### src/rtl/io_bus_pkg.sv
// Shared definitions for the CPU-to-peripheral I/O bridge family:
// FSM encoding, default address map and interrupt vector width.
package io_bus_pkg;

  localparam int unsigned HW_INT_W = 6;

  localparam logic [31:0] DEF_BASE_ADDR = 32'h0000_7F00;
  localparam logic [31:0] DEF_STRIDE    = 32'h0000_0010;
  localparam int unsigned DEF_WIN_BYTES = 12;

  typedef logic [1:0] state_t;

  localparam state_t ST_IDLE = 2'd0;
  localparam state_t ST_WAIT = 2'd1;
  localparam state_t ST_DONE = 2'd2;

  function automatic logic [31:0] win_base(input logic [31:0] base,
                                           input logic [31:0] stride,
                                           input int unsigned idx);
    return base + stride * idx;
  endfunction

endpackage

### src/rtl/io_bridge_n_if.sv
// CPU-side and device-side bus of the I/O bridge; master is the CPU/device
// environment, slave is the bridge itself.
interface io_bridge_n_if #(
  parameter int unsigned NUM_DEV = 2
);
  logic [31:0]           pr_addr;
  logic                  pr_re;
  logic                  pr_we;
  logic [31:0]           pr_wd;
  logic [31:0]           pr_rd;
  logic                  pr_stall;
  logic                  pr_err;
  logic [31:0]           dev_addr;
  logic [31:0]           dev_wd;
  logic [NUM_DEV-1:0]    dev_sel;
  logic [NUM_DEV-1:0]    dev_we;
  logic [32*NUM_DEV-1:0] dev_rd;
  logic [NUM_DEV-1:0]    dev_ack;

  modport master (
    output pr_addr, pr_re, pr_we, pr_wd, dev_rd, dev_ack,
    input  pr_rd, pr_stall, pr_err, dev_addr, dev_wd, dev_sel, dev_we
  );

  modport slave (
    input  pr_addr, pr_re, pr_we, pr_wd, dev_rd, dev_ack,
    output pr_rd, pr_stall, pr_err, dev_addr, dev_wd, dev_sel, dev_we
  );
endinterface

### src/rtl/io_irq_sync.sv
// N-bit two-flop synchroniser followed by a registered output stage;
// a rising input appears on q three clock edges later.
module io_irq_sync #(
  parameter int unsigned WIDTH = 1
) (
  input  logic             clk,
  input  logic             reset,
  input  logic [WIDTH-1:0] d,
  output logic [WIDTH-1:0] q
);

  logic [WIDTH-1:0] s1;
  logic [WIDTH-1:0] s2;

  always_ff @(posedge clk or negedge reset) begin
    if (!reset) begin
      s1 <= '0;
      s2 <= '0;
      q  <= '0;
    end else begin
      s1 <= d;
      s2 <= s1;
      q  <= s2;
    end
  end

endmodule

### src/rtl/io_bridge_n.sv
// CPU I/O bridge: decodes accesses onto NUM_DEV device windows with a
// stall/ack handshake, access timeout, bus errors and synchronised interrupts.
module io_bridge_n
  import io_bus_pkg::*;
#(
  parameter int unsigned NUM_DEV   = 2,
  parameter logic [31:0] BASE_ADDR = DEF_BASE_ADDR,
  parameter logic [31:0] STRIDE    = DEF_STRIDE,
  parameter int unsigned WIN_BYTES = DEF_WIN_BYTES,
  parameter int unsigned TIMEOUT   = 16
) (
  input  logic                clk,
  input  logic                reset,
  io_bridge_n_if.slave        bus,
  input  logic [NUM_DEV-1:0]  dev_irq,
  input  logic                ext_int,
  output logic [HW_INT_W-1:0] hw_int
);

  if (NUM_DEV < 1 || NUM_DEV > 5) begin : g_bad_num_dev
    $fatal(1, "io_bridge_n: NUM_DEV must be in 1..5");
  end

  localparam int unsigned CNT_W = (TIMEOUT > 2) ? $clog2(TIMEOUT) : 1;
  localparam logic [CNT_W-1:0] CNT_LAST = (TIMEOUT == 0) ? '0 : CNT_W'(TIMEOUT - 1);

  state_t             state;
  logic [31:0]        addr_q;
  logic [31:0]        wd_q;
  logic [31:0]        rd_q;
  logic               we_q;
  logic               err_q;
  logic [NUM_DEV-1:0] sel_q;
  logic [CNT_W-1:0]   cnt;

  logic [NUM_DEV-1:0] hit;
  logic [NUM_DEV-1:0] ack_hit;
  logic [31:0]        lo;
  logic [31:0]        ack_data;
  logic               req;
  logic               valid;
  logic               timeout_hit;
  logic [NUM_DEV:0]   irq_q;

  // Window i covers [base_i, base_i + WIN_BYTES - 1], compared at full width.
  always_comb begin
    hit = '0;
    lo  = '0;
    for (int unsigned i = 0; i < NUM_DEV; i++) begin
      lo     = win_base(BASE_ADDR, STRIDE, i);
      hit[i] = (bus.pr_addr >= lo) && (bus.pr_addr <= lo + (WIN_BYTES - 1));
    end
  end

  assign req         = bus.pr_re | bus.pr_we;
  assign valid       = (|hit) && (bus.pr_addr[1:0] == 2'b00);
  assign ack_hit     = bus.dev_ack & sel_q;
  assign timeout_hit = (TIMEOUT != 0) && (cnt == CNT_LAST);

  always_comb begin
    ack_data = '0;
    for (int unsigned i = 0; i < NUM_DEV; i++) begin
      if (sel_q[i]) ack_data = ack_data | bus.dev_rd[32*i +: 32];
    end
  end

  // A write wins when pr_re and pr_we are both high.
  always_ff @(posedge clk or negedge reset) begin
    if (!reset) begin
      state  <= ST_IDLE;
      addr_q <= '0;
      wd_q   <= '0;
      rd_q   <= '0;
      we_q   <= 1'b0;
      err_q  <= 1'b0;
      sel_q  <= '0;
      cnt    <= '0;
    end else begin
      case (state)
        ST_IDLE: begin
          if (req) begin
            if (valid) begin
              addr_q <= bus.pr_addr;
              wd_q   <= bus.pr_wd;
              we_q   <= bus.pr_we;
              sel_q  <= hit;
              cnt    <= '0;
              state  <= ST_WAIT;
            end else begin
              err_q <= 1'b1;
              rd_q  <= '0;
              state <= ST_DONE;
            end
          end
        end
        ST_WAIT: begin
          if (|ack_hit) begin
            rd_q  <= we_q ? '0 : ack_data;
            err_q <= 1'b0;
            state <= ST_DONE;
          end else if (timeout_hit) begin
            err_q <= 1'b1;
            rd_q  <= '0;
            state <= ST_DONE;
          end else begin
            cnt <= cnt + 1'b1;
          end
        end
        ST_DONE: state <= ST_IDLE;
        default: state <= ST_IDLE;
      endcase
    end
  end

  always_comb begin
    bus.pr_stall = ((state == ST_IDLE) && req) || (state == ST_WAIT);
    bus.pr_rd    = rd_q;
    bus.pr_err   = (state == ST_DONE) && err_q;
    bus.dev_sel  = (state == ST_WAIT) ? sel_q : '0;
    bus.dev_we   = ((state == ST_WAIT) && we_q) ? sel_q : '0;
    bus.dev_addr = addr_q;
    bus.dev_wd   = wd_q;
  end

  io_irq_sync #(.WIDTH(NUM_DEV + 1)) u_irq_sync (
    .clk   (clk),
    .reset (reset),
    .d     ({ext_int, dev_irq}),
    .q     (irq_q)
  );

  always_comb begin
    hw_int            = '0;
    hw_int[NUM_DEV:0] = irq_q;
  end

endmodule

### src/flat_wrapper.sv
// flat-port wrapper written by rule: the top's interface ports become plain ports
module io_bridge_n_flat import io_bus_pkg::*;
#(
  parameter int unsigned NUM_DEV   = 2,
  parameter logic [31:0] BASE_ADDR = DEF_BASE_ADDR,
  parameter logic [31:0] STRIDE    = DEF_STRIDE,
  parameter int unsigned WIN_BYTES = DEF_WIN_BYTES,
  parameter int unsigned TIMEOUT   = 16
)
  (clk, reset, dev_irq, ext_int, hw_int, bus_pr_addr, bus_pr_re, bus_pr_we, bus_pr_wd, bus_dev_rd, bus_dev_ack, bus_pr_rd, bus_pr_stall, bus_pr_err, bus_dev_addr, bus_dev_wd, bus_dev_sel, bus_dev_we);
  io_bridge_n_if #(.NUM_DEV(NUM_DEV)) bus_i ();
  input  logic clk;
  input  logic reset;
  input  logic [NUM_DEV-1:0] dev_irq;
  input  logic ext_int;
  output logic [HW_INT_W-1:0] hw_int;
  input wire logic [$bits(bus_i.pr_addr)-1:0] bus_pr_addr;
  input wire logic [$bits(bus_i.pr_re)-1:0] bus_pr_re;
  input wire logic [$bits(bus_i.pr_we)-1:0] bus_pr_we;
  input wire logic [$bits(bus_i.pr_wd)-1:0] bus_pr_wd;
  input wire logic [$bits(bus_i.dev_rd)-1:0] bus_dev_rd;
  input wire logic [$bits(bus_i.dev_ack)-1:0] bus_dev_ack;
  output wire logic [$bits(bus_i.pr_rd)-1:0] bus_pr_rd;
  output wire logic [$bits(bus_i.pr_stall)-1:0] bus_pr_stall;
  output wire logic [$bits(bus_i.pr_err)-1:0] bus_pr_err;
  output wire logic [$bits(bus_i.dev_addr)-1:0] bus_dev_addr;
  output wire logic [$bits(bus_i.dev_wd)-1:0] bus_dev_wd;
  output wire logic [$bits(bus_i.dev_sel)-1:0] bus_dev_sel;
  output wire logic [$bits(bus_i.dev_we)-1:0] bus_dev_we;
  assign bus_i.pr_addr = bus_pr_addr;
  assign bus_i.pr_re = bus_pr_re;
  assign bus_i.pr_we = bus_pr_we;
  assign bus_i.pr_wd = bus_pr_wd;
  assign bus_i.dev_rd = bus_dev_rd;
  assign bus_i.dev_ack = bus_dev_ack;
  assign bus_pr_rd = bus_i.pr_rd;
  assign bus_pr_stall = bus_i.pr_stall;
  assign bus_pr_err = bus_i.pr_err;
  assign bus_dev_addr = bus_i.dev_addr;
  assign bus_dev_wd = bus_i.dev_wd;
  assign bus_dev_sel = bus_i.dev_sel;
  assign bus_dev_we = bus_i.dev_we;
  io_bridge_n #(.NUM_DEV(NUM_DEV), .BASE_ADDR(BASE_ADDR), .STRIDE(STRIDE), .WIN_BYTES(WIN_BYTES), .TIMEOUT(TIMEOUT)) u_core (.clk(clk), .reset(reset), .bus(bus_i), .dev_irq(dev_irq), .ext_int(ext_int), .hw_int(hw_int));
endmodule
### config.mk
export PLATFORM = sky130hd
export DESIGN_NAME = io_bridge_n_flat
export DESIGN_NICKNAME = d
export VERILOG_FILES = /design/src/rtl/io_bus_pkg.sv /design/src/rtl/io_bridge_n_if.sv /design/src/rtl/io_irq_sync.sv /design/src/rtl/io_bridge_n.sv /design/src/flat_wrapper.sv
export SDC_FILE = /design/constraint.sdc
export NUM_CORES = 1
export LEC_CHECK = 0
export CAP_MARGIN = 10
export CORE_AREA = 8 8 125 173
export DETAILED_ROUTE_END_ITERATION = 10
export DIE_AREA = 0 0 133 181
export HOLD_SLACK_MARGIN = 0.05
export SYNTH_ARGS = -nofsm -noshare
export SYNTH_HDL_FRONTEND = slang
export SYNTH_SLANG_ARGS = --single-unit
### constraint.sdc
create_clock -name clk -period 2.2 [get_ports clk]
set_input_delay 0.22 -clock clk [delete_from_list [all_inputs] [get_ports clk]]
set_output_delay 0.22 -clock clk [all_outputs]
set_load 0.005 [all_outputs]
## Word level (Yosys, flattened, before mapping)

Index checks and enable logic that the tools add are counted.

| storage, ports and cells | value |
|---|---|
| bits of input ports | 137 |
| register bits | 115 |
| word-level logic and storage cells | 69 |

| cells by class | value |
|---|---|
| equality and inequality tests | 9 |
| add/subtract/negate cells | 1 |
| bitwise logic cells | 3 |
| reductions and logical operators | 16 |
| multiplexer cells | 25 |
| order comparisons | 4 |

Operator list:

| kind | number |
|---|---|
| $mux 32 | 7 |
| $ge 32x15->1 const B | 2 |
| $le 32x15->1 const B | 2 |
| $pmux 32 s2 | 1 |
| $or 32x32->32 | 1 |
| $mux 4 | 4 |
| $mux 2 | 6 |
| $pmux 4 s2 | 1 |
| $logic_and 1x1->1 | 6 |
| $ne 2x2->1 const B | 3 |
| $reduce_and 5->1 | 1 |
| $add 4x1->4 const B | 1 |
| $eq 4x4->1 const B | 1 |
| $logic_not 2->1 | 2 |
| $mux 1 | 4 |
| $ne 2x1->1 const B | 2 |
| $pmux 2 s2 | 1 |
| $reduce_and 4->1 | 1 |
| $reduce_or 2->1 | 2 |
| $ne 3x1->1 const B | 1 |
| $reduce_and 3->1 | 1 |
| $and 2x2->2 | 1 |
| $eq 2x1->1 const B | 1 |
| $eq 2x2->1 const B | 1 |
| 5 further kinds | 5 |

## Longest topological paths before layout

| depth | value |
|---|---|
| depth after elaboration | 7 |
| mapped depth | 7 |
| depth with buffers taken out | 5 |

## By module

Synthesis repeated with hierarchy kept, for this count alone.

| second synthesis, totals | value |
|---|---|
| cell total of the unflattened synthesis | 322 |
| area, all modules | 4481.8 µm² |

By module, submodules not included:

| module | instances | seq. area each (µm²) | cells an instance | area an instance (µm²) |
|---|---|---|---|---|
| io_bridge_n | 1 | 2652.5 | 313 | 4256.6 |
| io_irq_sync | 1 | 225.2 | 9 | 225.2 |

## Worst setup path after synthesis

OpenSTA, ideal clock, no wires.

| timing path | value |
|---|---|
| kind | reg2reg |
| start point | reg u_core.state[0] |
| end point | reg u_core.wd_q[11] (netlist: u_core.bus.dev_wd[11]) |
| data required time | 2.073 ns |
| setup slack | 0.378 ns |
| cell stages (with the launch flop) | 7 |
| data arrival time | 1.694 ns |
| path buffers | 2 |
| cells stage by stage | dfrtp_1 nor2_1 nand2_1 nor4_2 buf_4 buf_6 mux2_1 |

| on the way | value |
|---|---|
| cells in the longest elaborated chain, start to end | 2 |

Ends and longest elaborated chain:

| what | line | source |
|---|---|---|
| start, declared | io_bridge_n.sv:27 | `state_t state;` |
| start signal, assigned | io_bridge_n.sv:70 | `state <= ST_IDLE;` |
| start signal, assigned | io_bridge_n.sv:88 | `state <= ST_WAIT;` |
| start signal, assigned | io_bridge_n.sv:92 | `state <= ST_DONE;` |
| $logic_not 2->1 | io_bridge_n.sv:79 | `case (state)` |
| $reduce_and 3->1 (no line) | - |  |
| end signal, assigned | io_bridge_n.sv:84 | `wd_q <= bus.pr_wd;` |
| end, declared | io_bridge_n.sv:29 | `logic [31:0] wd_q;` |

No other way between the ends.
A chain may end at the register's enable or synchronous reset.

## Worst setup path in the final report

| timing path | value |
|---|---|
| start point | reg u_core.state[0] |
| end point | out bus_dev_we[0] |

| on the way | value |
|---|---|
| cells in the longest elaborated chain, start to end | 3 |

Ends and longest elaborated chain:

| what | line | source |
|---|---|---|
| $eq 2x1->1 | io_bridge_n.sv:120 | `bus.dev_we = ((state == ST_WAIT) && we_q) ? sel_q : '0;` |
| $logic_and 1x1->1 | io_bridge_n.sv:120 |  |
| $mux 2 | io_bridge_n.sv:120 |  |
| end, declared | flat_wrapper.sv:29 | `output wire logic [$bits(bus_i.dev_we)-1:0] bus_dev_we;` |

No other way between the ends.

==> summary.md <==
| Metric | Value |
|---|---|
| Outcome | `finished clean` |
| Data required, critical path | `1.98 ns` |
| Post-Syn Instances | `401` |
| Static Leak | `0.00357 µW` |
| P per Cell Area | `807 mW/mm²` |
| Mean post-synth cell area | `12.1 µm²` |
| Num CTS Buffers | `17` |
| Unrepaired setup endpoints after global routing | `no` |
| GRT Total Usage | `13.3%` |
| # IOs | `245` |
| Vias per inst | `4.43` |
| Post-DRT Antenna Nets | `0` |
| Area growth, synth to finish | `68.9%` |
| # port buffers | `241` |
| # DRC | `0` |
| Final hold vios | `0` |
| Hold path depth | `1` |
| Crit end category | `primary output` |
| Largest fanout on the critical path | `8` |
| Skew final | `0.00741 ns` |
| Starting Density | `25.5%` |
| Slew margin rel. | `60.0%` |
| Reg-to-reg startpoint | `u_core.sel_q[0]` |
| Worst-margin pin slew | `0.600 ns` |
| Fin area | `0.00818 mm²` |
| WHS Endpoint | `u_core.u_irq_sync.s1[1]` |
| Initial antenna violation count | `0` |
| EDFF count, synth | `0` |
| Drt initial violations | `149` |
| Post-synthesis register bit count | `115` |
| Area contributors post-synth | `dfrtp_1 59%, a22o_1 6.0%, a22oi_1 5.1%` |
| Die ar. | `0.0241 mm²` |
| Net Sw Frac | `29.4%` |
| Root Buffer | `clkbuf_16` |
| Antenna diode count | `0` |
| Worst flop-to-flop path endpoint | `u_core.bus.pr_rd[4]` |
| TNS Setup | `0 ns` |
| Die height | `181 µm` |
| Vias in the first global route | `4585` |
| Synthesized area | `0.00484 mm²` |
| Via count | `4045` |
| H-tree depth | `4` |
| Max-slew violation count | `0` |
| Fin nets | `790` |
| Register share of total power | `38.3%` |
| Dpl cell area | `0.00759 mm²` |
| Async S/R FF share, synth | `100%` |
| Top-count cell post-synth | `dfrtp_1` |
| R2R depth | `5` |
| Horiz. Die Dim | `133 µm` |
| Crit path kind | `register to primary output` |
| Final Wtd Congestion | `0.757` |
| Fin cells | `913` |
| Placeable Area | `0.0190 mm²` |
| # setup viols final | `0` |
| Yosys warns | `0` |
| Worst skew pair latency | `0.41 ns` |
| Routed len/inst | `17.4 µm` |
| Max Freq | `0.486 GHz` |
| Overall power | `6600 µW` |
| Clk pwr share | `39.9%` |
| Ys flop type | `dfrtp_1` |
| WL final | `15900 µm` |
| Final Cycle Share | `93.4%` |
| DP HPWL | `12300 µm` |
| Yosys cell types | `40` |
| Hold crit path type | `input port to register` |
| Sequential share of the synthesized area | `59.4%` |
| Critical Path Start Type | `register` |
| Drt pass-1 iters | `4` |
| Synth cell count leaders | `115 x dfrtp_1, 35 x inv_1, 33 x a22o_1, 33 x a22oi_1, 30 x o21ai_0` |
| Reg2Reg Setup Slack | `0.39 ns` |
| Pint | `4660 µW` |
| Layout cells sized above 1 | `11.9%` |
| Dpl cells | `880` |
| GRT overflow | `0` |
| CTS tree | `done` |
| Critical Path AT | `1.84 ns` |
| Core Rows | `60` |
| Post-CTS setup repair buffer count | `0` |
| Largest area contributor in the netlist | `dfrtp_1` |
| CTS max path bufs | `2` |
| Switching power total | `1940 µW` |
| Largest net degree at the start of global routing | `55` |
| Minimum clock period | `2.06 ns` |
| Post-synth top area share | `59.4%` |
| Min-Delay Startpoint | `dev_irq[1]` |
| Clock transition at the registers of the reported paths | `0.06 ns` |
| Max IR drop VDD | `0.000444 V` |
| Sink Count | `115` |
| First-pass GRT wire length | `25400 µm` |
| MaxCap Viol Count | `0` |
| Comb pwr share | `21.8%` |
## cells in the final DEF (no fill, tap or decap), types with 2 or more instances in the layout
master / instances
and2_1: 2
and4_1: 3
and3_1: 6
or2_2: 9
a31oi_1: 3
mux2_1: 21
a21oi_1: 2
nand2b_1: 2
nor3_1: 2
nand3_1: 2
clkinv_4: 2
clkinvlp_4: 2
a22oi_1: 33
nand4_1: 3
dfrtp_1: 115
clkdlybuf4s50_1: 240
nor2b_1: 22
mux2_2: 15
clkbuf_16: 17
nand2_1: 3
o21ai_1: 5
inv_1: 35
o21ai_0: 30
nor2_1: 8
buf_12: 3
a22o_1: 33
inv_6: 4
inv_8: 6
buf_4: 14
conb_1: 3
nor4b_2: 2
## state kept, by name, indices dropped and copies added (netlist names)
signal / flops
u_core.bus.dev_addr: 32
u_core.bus.dev_wd: 32
u_core.bus.pr_rd: 32
u_core.cnt: 4
u_core.err_q: 1
u_core.sel_q: 2
u_core.state: 2
u_core.u_irq_sync.q: 3
u_core.u_irq_sync.s1: 3
u_core.u_irq_sync.s2: 3
u_core.we_q: 1
## power groups by stage
stage	sequential, µW	clock [µW]	combinational, µW
final	2530	2630	1440
after global routing	2560	2810	1590
after CTS	2520	2710	1460
after detailed placement	2560	0	1460
after global placement	2540	0	1430
after floorplan	2540	0	559
## final cells by class
| cell class | count | area [µm²] |
|---|---|---|
| repair buffers | 258 | 2580 |
| multi-input cells | 225 | 1710 |
| well taps | 248 | 310 |
| fillers | 1787 | 10800 |
| flip-flops and latches | 115 | 2880 |
| clock buffers | 17 | 425 |
| inverters | 35 | 131 |
| clock inverters | 15 | 140 |
## per-stage QoR
step	util (%)	hold WS [ns]	setup WS, ns
2_1_floorplan	-	-0.0756	0.378
3_3_place_gp	40.0	0.255	-0.151
3_5_place_dp	40.0	0.266	-0.166
4_1_cts	43.0	0.249	0.0494
5_1_grt	43.1	0.253	0.0514
6_report	43.1	0.274	0.144
## worst max-delay path by stage
stage                          startpoint                    end  slack, ns  cells after the start
after floorplan           u_core.state[0]  u_core.bus.dev_wd[11]       0.38                      6
after global placement    bus_pr_addr[20]   u_core.bus.dev_wd[0]      -0.15                      6
after detailed placement  bus_pr_addr[18]  u_core.bus.dev_wd[22]      -0.17                      6
after CTS                 u_core.state[0]          bus_dev_we[0]       0.05                      3
after global routing      u_core.state[0]          bus_dev_we[0]       0.05                      3
final                     u_core.state[0]          bus_dev_we[0]       0.14                      3
## timing repair
action                                  4_1_cts  5_1_grt
resized for setup                             1        1
endpoints found under the setup margin        3        2
gates cloned                                  0        0
hold endpoints to repair                     43        0
hold buffers                                  1        0
## routing by layer
layer / share of wire (%) / vias up / global-route usage, % / wire [µm]
li1: - / 1934 / - / -
met1: 38 / 1953 / 14.1 / 6110
met2: 53 / 150 / 23.8 / 8380
met3: 8.0 / 8 / 4.91 / 1270
met4: 0.96 / 0 / 4.38 / 153
met5: 0 / - / 0 / 0
## cells by family after synthesis
logic type	share of synthesized area, %
buffers and inverters	5.74
and+or+nand+nor	9.18
DFF	59.4
other	0.0775
AOI/OAI and AO/OA	16.7
muxes	8.58
adders and majority gates	0.258
## critical path, cell delays in order, from the launching register on
cell	delay (ns)
dfrtp_1	0.48
nor2b_4	0.27
and3_1	0.18
clkdlybuf4s50_1	0.50
(Power assumes the default switching activity.)
